$ cat src/rtl/axil_rr_arbiter.sv
`default_nettype none
// +-----------------------------------------------------------------------------+
// | axil_rr_arbiter: round-robin arbiter of N_REQ requesters onto one AXI-Lite   |
// | master, one transaction at a time. Optional macro ARB_GRANT_CNT_EN adds      |
// | per-requester saturating completion counters (grant_cnt).                    |
// | Revision: 1.0                                                                |
// +-----------------------------------------------------------------------------+
module axil_rr_arbiter #(
  parameter int M_AXI_ADDR_WIDTH = 32,
  parameter int M_AXI_DATA_WIDTH = 32,
  parameter int N_REQ            = 4
) (
  input  logic                                 i_clk,
  input  logic                                 i_rst,
  input  logic [N_REQ-1:0]                     req_valid,
  input  logic [N_REQ-1:0]                     req_we,
  input  logic [N_REQ*M_AXI_ADDR_WIDTH-1:0]    req_addr,
  input  logic [N_REQ*M_AXI_DATA_WIDTH-1:0]    req_wdata,
  output logic [N_REQ-1:0]                     req_done,
  output logic [M_AXI_DATA_WIDTH-1:0]          rsp_rdata,
  output logic [1:0]                           rsp_resp,
  output logic                                 busy,
`ifdef ARB_GRANT_CNT_EN
  output logic [N_REQ*16-1:0]                  grant_cnt,
`endif
  output logic [M_AXI_ADDR_WIDTH-1:0]          m_axi_awaddr,
  output logic [2:0]                           m_axi_awprot,
  output logic                                 m_axi_awvalid,
  input  logic                                 m_axi_awready,
  output logic [M_AXI_DATA_WIDTH-1:0]          m_axi_wdata,
  output logic [M_AXI_DATA_WIDTH/8-1:0]        m_axi_wstrb,
  output logic                                 m_axi_wvalid,
  input  logic                                 m_axi_wready,
  input  logic [1:0]                           m_axi_bresp,
  input  logic                                 m_axi_bvalid,
  output logic                                 m_axi_bready,
  output logic [M_AXI_ADDR_WIDTH-1:0]          m_axi_araddr,
  output logic [2:0]                           m_axi_arprot,
  output logic                                 m_axi_arvalid,
  input  logic                                 m_axi_arready,
  input  logic [M_AXI_DATA_WIDTH-1:0]          m_axi_rdata,
  input  logic [1:0]                           m_axi_rresp,
  input  logic                                 m_axi_rvalid,
  output logic                                 m_axi_rready
);

  localparam int IW = $clog2(N_REQ);

  typedef enum logic [2:0] {
    IDLE    = 3'd0,
    WR_ADDR = 3'd1,
    WR_RESP = 3'd2,
    RD_ADDR = 3'd3,
    RD_DATA = 3'd4,
    DONE    = 3'd5
  } state_t;

  state_t                      r_state, w_next;
  logic [IW-1:0]               r_grant, r_last;
  logic                        r_we;
  logic [M_AXI_ADDR_WIDTH-1:0] r_addr;
  logic [M_AXI_DATA_WIDTH-1:0] r_wdata;
  logic                        r_aw_done, r_w_done;
  logic [M_AXI_DATA_WIDTH-1:0] r_rdata;
  logic [1:0]                  r_resp;

  logic                        w_gnt_vld;
  logic [IW-1:0]               w_gnt_idx;
  logic [IW-1:0]               w_cand;
  logic                        w_aw_hs, w_w_hs;

  // Walk offsets from farthest to nearest so the closest valid requester after r_last wins.
  always_comb begin
    w_gnt_vld = 1'b0;
    w_gnt_idx = '0;
    w_cand    = '0;
    for (int k = N_REQ; k >= 1; k--) begin
      w_cand = IW'((int'(r_last) + k) % N_REQ);
      if (req_valid[w_cand]) begin
        w_gnt_vld = 1'b1;
        w_gnt_idx = w_cand;
      end
    end
  end

  assign w_aw_hs = m_axi_awvalid && m_axi_awready;
  assign w_w_hs  = m_axi_wvalid  && m_axi_wready;

  always_comb begin
    w_next        = r_state;
    m_axi_awvalid = 1'b0;
    m_axi_wvalid  = 1'b0;
    m_axi_bready  = 1'b0;
    m_axi_arvalid = 1'b0;
    m_axi_rready  = 1'b0;
    req_done      = '0;
    busy          = (r_state != IDLE);
    case (r_state)
      IDLE:    if (w_gnt_vld) w_next = req_we[w_gnt_idx] ? WR_ADDR : RD_ADDR;
      WR_ADDR: begin
        m_axi_awvalid = !r_aw_done;
        m_axi_wvalid  = !r_w_done;
        if ((r_aw_done || w_aw_hs) && (r_w_done || w_w_hs)) w_next = WR_RESP;
      end
      WR_RESP: begin
        m_axi_bready = 1'b1;
        if (m_axi_bvalid) w_next = DONE;
      end
      RD_ADDR: begin
        m_axi_arvalid = 1'b1;
        if (m_axi_arready) w_next = RD_DATA;
      end
      RD_DATA: begin
        m_axi_rready = 1'b1;
        if (m_axi_rvalid) w_next = DONE;
      end
      DONE: begin
        req_done[r_grant] = 1'b1;
        w_next            = IDLE;
      end
      default: w_next = IDLE;
    endcase
  end

  always_ff @(posedge i_clk) begin
    if (i_rst) begin
      r_state   <= IDLE;
      r_grant   <= '0;
      r_last    <= IW'(N_REQ - 1);
      r_we      <= 1'b0;
      r_addr    <= '0;
      r_wdata   <= '0;
      r_aw_done <= 1'b0;
      r_w_done  <= 1'b0;
      r_rdata   <= '0;
      r_resp    <= '0;
    end else begin
      r_state <= w_next;
      case (r_state)
        IDLE: if (w_gnt_vld) begin
          r_grant   <= w_gnt_idx;
          r_we      <= req_we[w_gnt_idx];
          r_addr    <= req_addr[int'(w_gnt_idx)*M_AXI_ADDR_WIDTH +: M_AXI_ADDR_WIDTH];
          r_wdata   <= req_wdata[int'(w_gnt_idx)*M_AXI_DATA_WIDTH +: M_AXI_DATA_WIDTH];
          r_aw_done <= 1'b0;
          r_w_done  <= 1'b0;
        end
        WR_ADDR: begin
          if (w_aw_hs) r_aw_done <= 1'b1;
          if (w_w_hs)  r_w_done  <= 1'b1;
        end
        WR_RESP: if (m_axi_bvalid) begin
          r_resp  <= m_axi_bresp;
          r_rdata <= '0;
        end
        RD_DATA: if (m_axi_rvalid) begin
          r_resp  <= m_axi_rresp;
          r_rdata <= m_axi_rdata;
        end
        DONE:    r_last <= r_grant;
        default: ;
      endcase
    end
  end

  assign rsp_rdata    = r_rdata;
  assign rsp_resp     = r_resp;
  assign m_axi_awaddr = r_addr;
  assign m_axi_araddr = r_addr;
  assign m_axi_wdata  = r_wdata;
  assign m_axi_wstrb  = '1;
  assign m_axi_awprot = 3'b000;
  assign m_axi_arprot = 3'b000;

`ifdef ARB_GRANT_CNT_EN
  generate
    for (genvar g = 0; g < N_REQ; g++) begin : g_cnt
      logic [15:0] r_cnt;
      always_ff @(posedge i_clk) begin
        if (i_rst)                              r_cnt <= '0;
        else if (req_done[g] && r_cnt != 16'hFFFF) r_cnt <= r_cnt + 16'd1;
      end
      assign grant_cnt[g*16 +: 16] = r_cnt;
    end
  endgenerate
`endif

endmodule
`default_nettype wire

$ cat config.mk
export PLATFORM = sky130hd
export DESIGN_NAME = axil_rr_arbiter
export DESIGN_NICKNAME = d
export VERILOG_FILES = /design/src/rtl/axil_rr_arbiter.sv
export SDC_FILE = /design/constraint.sdc
export NUM_CORES = 1
export LEC_CHECK = 0
export BUFFER_PORTS_ARGS = -buffer_cell sky130_fd_sc_hd__buf_2
export CAP_MARGIN = 20
export CORE_AREA = 2 2 177 179
export DETAILED_ROUTE_END_ITERATION = 7
export DIE_AREA = 0 0 179 181
export GPL_TIMING_DRIVEN = 0
export MAX_ROUTING_LAYER = met4
export SYNTH_ARGS = -nofsm -noshare
export SYNTH_HDL_FRONTEND = slang
export SYNTH_SLANG_ARGS = --single-unit
$ cat constraint.sdc
create_clock -name i_clk -period 2.55 [get_ports i_clk]
set_input_delay 0.3825 -clock i_clk [delete_from_list [all_inputs] [get_ports i_clk]]
set_output_delay 0.3825 -clock i_clk [all_outputs]
set_load 0.02 [all_outputs]
Word level (Yosys, flattened, before mapping)
Index checks and enable logic that the tools add are counted.
{"block": "totals", "in_bits": 307, "word_cells": 95, "output_inout_bits": 150, "ff_bits": 107}
{"block": "op_classes", "n_addsub": 4, "eq_ne": 12, "shifts": 2, "n_mux": 44, "order_cmp": 7, "n_reduce_logical": 17}
{"op": "$shiftx A128 B8 Y32", "n": 2}
{"op": "$mux W32", "n": 2}
{"op": "$pmux W32 S2", "n": 1}
{"op": "$lt A2 B3 Y1 const B", "n": 6}
{"op": "$mux W1", "n": 18}
{"op": "$mux W3", "n": 5}
{"op": "$pmux W3 S5", "n": 1}
{"op": "$mux W2", "n": 7}
{"op": "$ne A2 B2 Y1 const B", "n": 7}
{"op": "$bmux W1 S2", "n": 5}
{"op": "$reduce_and A3 Y1", "n": 3}
{"op": "$eq A3 B2 Y1 const B", "n": 2}
{"op": "$eq A3 B3 Y1 const B", "n": 2}
{"op": "$reduce_and A5 Y1", "n": 1}
{"op": "$add A2 B1 Y2 const B", "n": 2}
{"op": "$add A2 B2 Y2 const B", "n": 2}
{"op": "$logic_and A1 B1 Y1", "n": 4}
{"op": "$mux W4", "n": 1}
{"op": "$pmux W1 S2", "n": 2}
{"op": "$pmux W2 S2", "n": 1}
{"op": "$reduce_bool A2 Y1", "n": 2}
{"op": "$eq A3 B1 Y1 const B", "n": 1}
{"op": "$logic_not A3 Y1", "n": 1}
{"op": "$reduce_bool A3 Y1", "n": 1}
{"op": "5 further kinds", "n": 7}

Longest topological paths before layout
Gate-level depths: netlist of the first run.
{"block": "logic_depth", "depth_word": 12, "mapped_depth": 9, "ltp_nobuf": 5}

Least setup slack after synthesis of the first run
No wires, ideal clock.
{"block": "synth_timing", "path_kind": "reg2reg", "startpoint": "register r_state[1]", "endpoint": "register r_addr[28] (netlist: m_axi_araddr[28])", "path_stages_with_launch": 10, "slack_ns": 0.620, "period_less_slack_ns": 1.930, "arrival_ns": 1.796, "path_cell_list": "dfxtp_1 -> buf_6 -> or3_4 -> or2_1 -> buf_6 -> nor2b_1 -> buf_2 -> buf_2 -> nand2_1 -> o221ai_2"}
{"block": "synth_between", "elab_chain_len": 2}
{"item": "start, declared", "line_no": "58", "text": "state_t r_state, w_next;"}
{"item": "start signal, assigned", "line_no": "138", "text": "r_state <= w_next;"}
{"item": "$logic_not A3 Y1", "line_no": "139", "text": "case (r_state)"}
{"item": "$reduce_and A2 Y1 (no line)"}
{"item": "end signal, assigned", "line_no": "143", "text": "r_addr <= req_addr[int'(w_gnt_idx)*M_AXI_ADDR_WIDTH +: M_AXI_ADDR_WIDTH];"}
{"item": "end, declared", "line_no": "61", "text": "logic [M_AXI_ADDR_WIDTH-1:0] r_addr;"}
Every way passes these cells.
A chain may end at the register's enable or synchronous reset.

Worst setup path after layout of the first run
{"block": "layout_timing", "startpoint": "register r_last[1]", "endpoint": "register r_addr[31] (netlist: m_axi_araddr[31])"}
{"block": "layout_between", "elab_chain_len": 8, "word_cells_on_any_way": 22, "classes_between": "add/sub: 4; shift: 1; mux: 16; reduce/logical: 1"}
{"item": "start, declared", "line_no": "59", "text": "logic [IW-1:0] r_grant, r_last;"}
{"item": "start signal, assigned", "line_no": "129", "text": "r_last <= IW'(N_REQ - 1);"}
{"item": "start signal, assigned", "line_no": "160", "text": "DONE: r_last <= r_grant;"}
{"item": "$add A2 B1 Y2", "line_no": "78", "text": "w_cand = IW'((int'(r_last) + k) % N_REQ);"}
{"item": "$bmux W1 S2", "line_no": "79", "text": "if (req_valid[w_cand]) begin"}
{"item": "$mux W1 (implied by the code)", "line_no": "79"}
{"item": "$mux W2 / $mux W1 (equally long branches) (4 in a row)", "line_no": "79"}
{"item": "$shiftx A128 B8 Y32 / $reduce_and A2 Y1 (equally long branches)"}
Parallel ways exist; a longest one is shown, timed or not. The select of a mux whose other input is x is not followed.

==> results of run 1 <==
==> layout make-up <==
type / instances / area [um^2] / share of cell area
multi-input cells: 446 / 3480 / 0.374
repair buffers: 447 / 2240 / 0.240
flip-flops and latches: 107 / 2140 / 0.230
plain buffers: 93 / 618 / 0.0663
well taps: 396 / 495 / 0.0531
clock buffers: 9 / 225 / 0.0241
clock inverters: 7 / 108 / 0.0115
diodes: 4 / 10.0 / 0.00107
inverters: 1 / 3.75 / 0.000402
==> report_power, final <==
part | internal (mW) | total (mW) | switching (mW)
Clock | 0.885 | 1.63 | 0.742
Combinational | 1.55 | 3.87 | 2.32
Sequential | 2.09 | 2.41 | 0.318
==> worst paths after layout <==
kind | startpoint | to | slack (ns) | cells after the start
setup / recovery | r_last[1]$_SDFFE_PP1P_ | m_axi_araddr[31]$_SDFFE_PP0P_ | 0.23 | 7
hold / removal | m_axi_rdata[0] | rsp_rdata[0]$_SDFFE_PP0P_ | 0.27 | 3
setup reg to reg | r_last[1]$_SDFFE_PP1P_ | m_axi_araddr[31]$_SDFFE_PP0P_ | 0.23 | 7
hold reg to reg | rsp_rdata[15]$_SDFFE_PP0P_ | rsp_rdata[15]$_SDFFE_PP0P_ | 0.45 | 2
==> critical path, stage by stage, from the launching register on <==
cell and delay (ns):
dfxtp_1 0.43, nand2b_1 0.13, a21boi_0 0.09, o221ai_2 0.33, buf_4 0.30, buf_2 0.39
mux2i_2 0.40, o221ai_2 0.12
==> stage by stage <==
step	power, mW	cells	setup slack, ns	utilization
2_1_floorplan	4.96	648	0.620	-
3_3_place_gp	6.30	1489	-0.671	0.295
3_5_place_dp	6.33	1489	-0.689	0.295
4_1_cts	8.01	1505	0.0447	0.307
5_1_grt	8.40	1510	0.0440	0.307
6_report	7.91	1510	0.231	0.307
==> layout by cell type, fill, tap and decap left out, types with 3 or more instances in the layout <==
cell type / count
nand2_1: 109
clkbuf_16: 9
buf_4: 48
nand3_1: 33
mux2i_1: 131
buf_2: 473
inv_8: 3
a21oi_1: 39
clkbuf_1: 8
o221ai_1: 5
buf_6: 8
dfxtp_1: 107
o221ai_2: 61
diode_2: 4
o21ai_0: 3
conb_1: 10
nor2b_1: 5
nand2b_1: 3
nor2_1: 13
==> layer usage <==
metal,up-vias,track usage,wire length (um)
li1,3240,-,-
met1,3022,0.177,10300
met2,265,0.258,12500
met3,22,0.0236,1690
met4,0,0.0436,404
met5,-,-,0
==> what timing repair did <==
item                                    in CTS  in global routing
setup buffers                                0                  2
pin swaps                                    1                  1
endpoints found under the setup margin      66                  2
hold endpoints to repair                     0                  0
resized for setup                            5                  1
==> cell families after synthesis <==
logic type,Yosys count
AND/OR/NAND/NOR,180
other,2
AO/OA/AOI/OAI,124
buffers and inverters,95
flip-flops,107
multiplexers,132
==> registers in the layout, summed over array words and instances, names as in the netlist, 2 cells and up <==
name / cells
rsp_resp: 2
r_last: 2
r_state: 3
rsp_rdata: 32
r_grant: 2
m_axi_wdata: 32
m_axi_araddr: 32
==> reports/qor.yml, run 1 <==
routing:
  drc: 0
  drtPass1Iterations: 5
  finalWirelength_um: 24900
  drt_iter0_drc: 252
  drt-wirelength-per-cell_um: 16.5
  vias: 6549
  drtAntennaViolNets: 0
  viasPerCell: 4.34
clock_tree:
  clk_pin_slew_ns: 0.08
  cts_num_sinks: 107
  cts_tree: "built"
  clkLatencyLatePin_ns: 0.36
  numCtsBuffers: 9
  clockBufferDepth: 2
  hold_buffers: 0
  htree_levels: 3
  ctsRootBufferMaster: "clkbuf_16"
flow_run:
  maxCapViolations: 0
logic_synthesis:
  netlist_area_um2: 6200
  yosys_warnings: 0
  yosysSeqAreaShare: 0.345
  synth.top_cell.area_share: 0.345
  yosys-top-cells-count: "132 x mux2i_1, 109 x nand2_1, 107 x dfxtp_1, 60 x o221ai_2, 43 x buf_4"
  yosysTopAreaCell: "dfxtp_1"
  syn_inst: 640
  synthDistinctLibCells: 44
  synth_compound_area_frac: 0.208
  synth_simple_gate_area_share: 0.133
  synth_area_per_cell_um2: 9.69
  synthMuxAreaShare: 0.213
  ys_ff_latch: 107
  synth.most_common_cell: "mux2i_1"
  synth_top_cells_by_area: "dfxtp_1 35%, mux2i_1 21%, o221ai_2 15%, nand2_1 6.6%, buf_4 5.2%"
  synth-edff-count: 0
  synthAdderAreaFrac: 0
  synth_xor_area_frac: 0
  synth_ff_type: "dfxtp_1"
  synth-async-reset-ratio: 0
  synth_top_family_by_area: "multiplexers"
setup_path:
  crit_path_start_kind: "register"
  cp.arrival_ns: 2.56
  worstPathRequired_ns: 2.79
  critPathCaptureType: "register"
  crit_path_max_fanout: 10
  crit_type: "reg -> reg"
sta:
  hold_slack_ns: 0.270
  period_share: 0.910
  slew_headroom: 0.465
  fmax_mhz: 431
  worst_pin_slew_ns: 0.803
  final_max_slew_viol_count: 0
  finalCriticalPeriod_ns: 2.32
  rsz0062_at_grt: "no"
  setup_viol: 0
  hold_viol: 0
  finClkSkew_ns: 0.0115
  setup_tns_ns: 0
pwr:
  powerDensity_nw_per_um2: 848
  p_leak_nw: 4.52
  irDropWorstVdd_uv: 324
global_routing:
  grt_pass1_wl_um: 35800
  grt_pass1_vias: 6378
  grt_usage: 0.150
  grt_overflow: 0
  grt_start_max_net_pins: 20
  antenna_found_initial: 4
floorplanning:
  die_y_um: 181
  die_w_um: 179
  core_area_um2: 30300
  die_area_um2: 32400
  start_util: 0.204
  design.portCount: 457
  std_cell_rows: 64
layout:
  fillCellCount: 3254
  fin_nets: 1412
  fin_area_um2: 9330
  syn2layout_area_growth_pct: 50.4
  drive_above_1_share: 0.551
placement:
  dp_hpwl_um: 20300
  routabilityCongestion: 0.919
  placed_cell_area_um2: 8960
  portBuffers: 445
run_status:
  status: "completed"
min_path:
  hold_class: "in -> reg"
Power figures use the tool's default switching activity.
==> run 2: changes to the inputs <==
--- a/config.mk
+++ b/config.mk
@@ -11,7 +11,7 @@
 export DETAILED_ROUTE_END_ITERATION = 7
 export DIE_AREA = 0 0 179 181
 export GPL_TIMING_DRIVEN = 0
-export MAX_ROUTING_LAYER = met4
+export SLEW_MARGIN = 20
 export SYNTH_ARGS = -nofsm -noshare
 export SYNTH_HDL_FRONTEND = slang
 export SYNTH_SLANG_ARGS = --single-unit
==> reports/qor.yml, run 2 (synthesis gave the netlist of run 1 again) <==
run_status:
  status: "completed"  # unchanged
layout:
  drive_above_1_share: 0.551  # about the same
  syn2layout_area_growth_pct: 50.0  # was 50.4%
  final_core_util: 0.307  # about the same
  fin_area_um2: 9300  # was 9330 um^2
  layout_common_cells: "473 x buf_2, 132 x mux2i_1, 109 x nand2_1"  # was 473 x buf_2, 131 x mux2i_1, 109 x nand2_1
  final_common_cell: "buf_2"  # unchanged
  fin_nets: 1413  # was 1412
sta:
  rsz0062_at_grt: "no"  # unchanged
  slew_headroom: 0.506  # was 0.465
  setup_viol: 0  # unchanged
  setup_tns_ns: 0  # unchanged
  setup_ws_ns: 0.185  # was 0.231 ns
  final_max_slew_viol_count: 0  # unchanged
  hold_slack_ns: 0.270  # about the same
  fmax_mhz: 423  # was 431 MHz
  period_share: 0.927  # was 0.910
  hold_viol: 0  # unchanged
  finClkSkew_ns: 0.0142  # was 0.0115 ns
  finalCriticalPeriod_ns: 2.36  # was 2.32 ns
  worst_pin_slew_ns: 0.741  # was 0.803 ns
min_path:
  hold_depth: 3  # unchanged
  hold_class: "in -> reg"  # unchanged
  min-delay-start: "m_axi_rdata[6]"  # was m_axi_rdata[0]
  holdPathEnd: "rsp_rdata[6]$_SDFFE_PP0P_"  # was rsp_rdata[0]$_SDFFE_PP0P_
routing:
  drtPass1Iterations: 5  # unchanged
  viasPerCell: 4.39  # was 4.34
  drtAntennaViolNets: 0  # unchanged
  vias: 6622  # was 6549
  finalWirelength_um: 24800  # was 24900 um
  drt_iter0_drc: 287  # was 252
  drc: 0  # unchanged
  drt-wirelength-per-cell_um: 16.4  # was 16.5 um
pwr:
  p_leak_nw: 4.51  # was 4.52 nW
  powerDensity_nw_per_um2: 838  # was 848 nW/um^2
  irDropWorstVdd_uv: 394  # was 324 uV
floorplanning:
  die_w_um: 179  # unchanged
  std_cell_rows: 64  # unchanged
  core_area_um2: 30300  # unchanged
  die_area_um2: 32400  # unchanged
  start_util: 0.204  # unchanged
  die_y_um: 181  # unchanged
  design.portCount: 457  # unchanged
setup_path:
  crit_type: "reg -> reg"  # unchanged
  crit_path_max_fanout: 10  # unchanged
  worst_path_largest_cell_delay_ns: 0.47  # was 0.43 ns
  startpoint: "r_last[1]$_SDFFE_PP1P_"  # unchanged
  r2r-start: "r_last[1]$_SDFFE_PP1P_"  # unchanged
  cp_cell_sequence: "nand2b_1 > a21boi_0 > o221ai_2 > buf_4 > buf_2 > mux2i_1 > o221ai_2"  # was nand2b_1 > a21boi_0 > o221ai_2 > buf_4 > buf_2 > mux2i_2 > o221ai_2
  timing.reg2reg.setup_slack_ns: 0.19  # was 0.23 ns
  reg2reg_to: "m_axi_araddr[31]$_SDFFE_PP0P_"  # unchanged
  cp.arrival_ns: 2.60  # was 2.56 ns
  critPathCaptureType: "register"  # unchanged
  worstPathRequired_ns: 2.78  # was 2.79 ns
  crit_path_start_kind: "register"  # unchanged
  rr_worst_depth: 7  # unchanged
  cpMostUsedCell: "o221ai_2"  # unchanged
  cpMaxStageDelayCell: "mux2i_1"  # was dfxtp_1
flow_run:
  maxCapViolations: 0  # unchanged
global_routing:
  antenna_found_initial: 4  # unchanged
  grt_overflow: 0  # unchanged
  grt_pass1_vias: 6372  # was 6378
  grt_usage: 0.144  # was 0.150
  grt_pass1_wl_um: 35600  # was 35800 um
  grt_start_max_net_pins: 20  # unchanged
placement:
  placed_cell_area_um2: 8960  # unchanged
  dp_slack_ns: -0.658  # was -0.689 ns
  dp_hpwl_um: 20200  # was 20300 um
  routabilityCongestion: 0.898  # was 0.919
  portBuffers: 445  # unchanged
clock_tree:
  hold_buffers: 0  # unchanged
  ctsRootBufferMaster: "clkbuf_16"  # unchanged
  clk_pin_slew_ns: 0.09  # was 0.08 ns
  numCtsBuffers: 9  # unchanged
  htree_levels: 3  # unchanged
  clkLatencyLatePin_ns: 0.36  # about the same
  cts_tree: "built"  # unchanged
  clockBufferDepth: 2  # unchanged
  cts_num_sinks: 107  # unchanged
-- run 2: area by class of cell --
cell class	count	area [um^2]
fill	3246	21000
multi-input combinational	446	3480
timing repair buffer	448	2250
sequential	107	2140
buffer	93	618
tap	396	495
clock buffer	9	225
clock inverter	7	82.6
antenna	2	5.00
inverter	1	3.75
-- run 2: power breakdown --
part	switching [mW]	internal (mW)	leakage, nW
registers	0.322	2.09	0.875
clock network	0.735	0.782	0.150
logic	2.32	1.55	3.48
-- run 2: per-layer routing --
metal  up-vias  routed length (um)  track usage
li1       3233                   -            -
met1      3044               10300        0.173
met2       305               12200        0.255
met3        36                1670       0.0271
met4         4                 609       0.0481
met5         -                  21            0
-- run 2: critical path: cells and delay by family, from the launching register on --
family                 cells  cell delay (ns)
AOI/OAI and AO/OA          3             0.50
muxes                      1             0.47
and+or+nand+nor            1             0.13
DFF                        1             0.44
buffers and inverters      2             0.70
-- run 2: how the worst max path moves through the flow --
| stage | end |
|---|---|
| 6_report | m_axi_araddr[31]$_SDFFE_PP0P_ |
| 5_1_grt | m_axi_araddr[31]$_SDFFE_PP0P_ |
| 4_1_cts | m_axi_araddr[31]$_SDFFE_PP0P_ |
| 3_5_place_dp | m_axi_wdata[2]$_SDFFE_PP0P_ |
| 3_3_place_gp | m_axi_wdata[2]$_SDFFE_PP0P_ |
| 2_1_floorplan | m_axi_araddr[28]$_SDFFE_PP0P_ |
-- run 2: what timing repair did --
action / in CTS / in global routing
endpoints found under the hold margin: 0 / 0
endpoints found under the setup margin: 65 / 9
pin swaps: 0 / 1
gates resized for setup: 5 / 0
buffers inserted: 0 / 3
-- run 2: stage by stage --
step | power, mW | instances
5_1_grt | 8.28 | 1508
6_report | 7.80 | 1509
3_3_place_gp | 6.29 | 1489
3_5_place_dp | 6.33 | 1489
4_1_cts | 7.89 | 1505
2_1_floorplan | 4.96 | 648
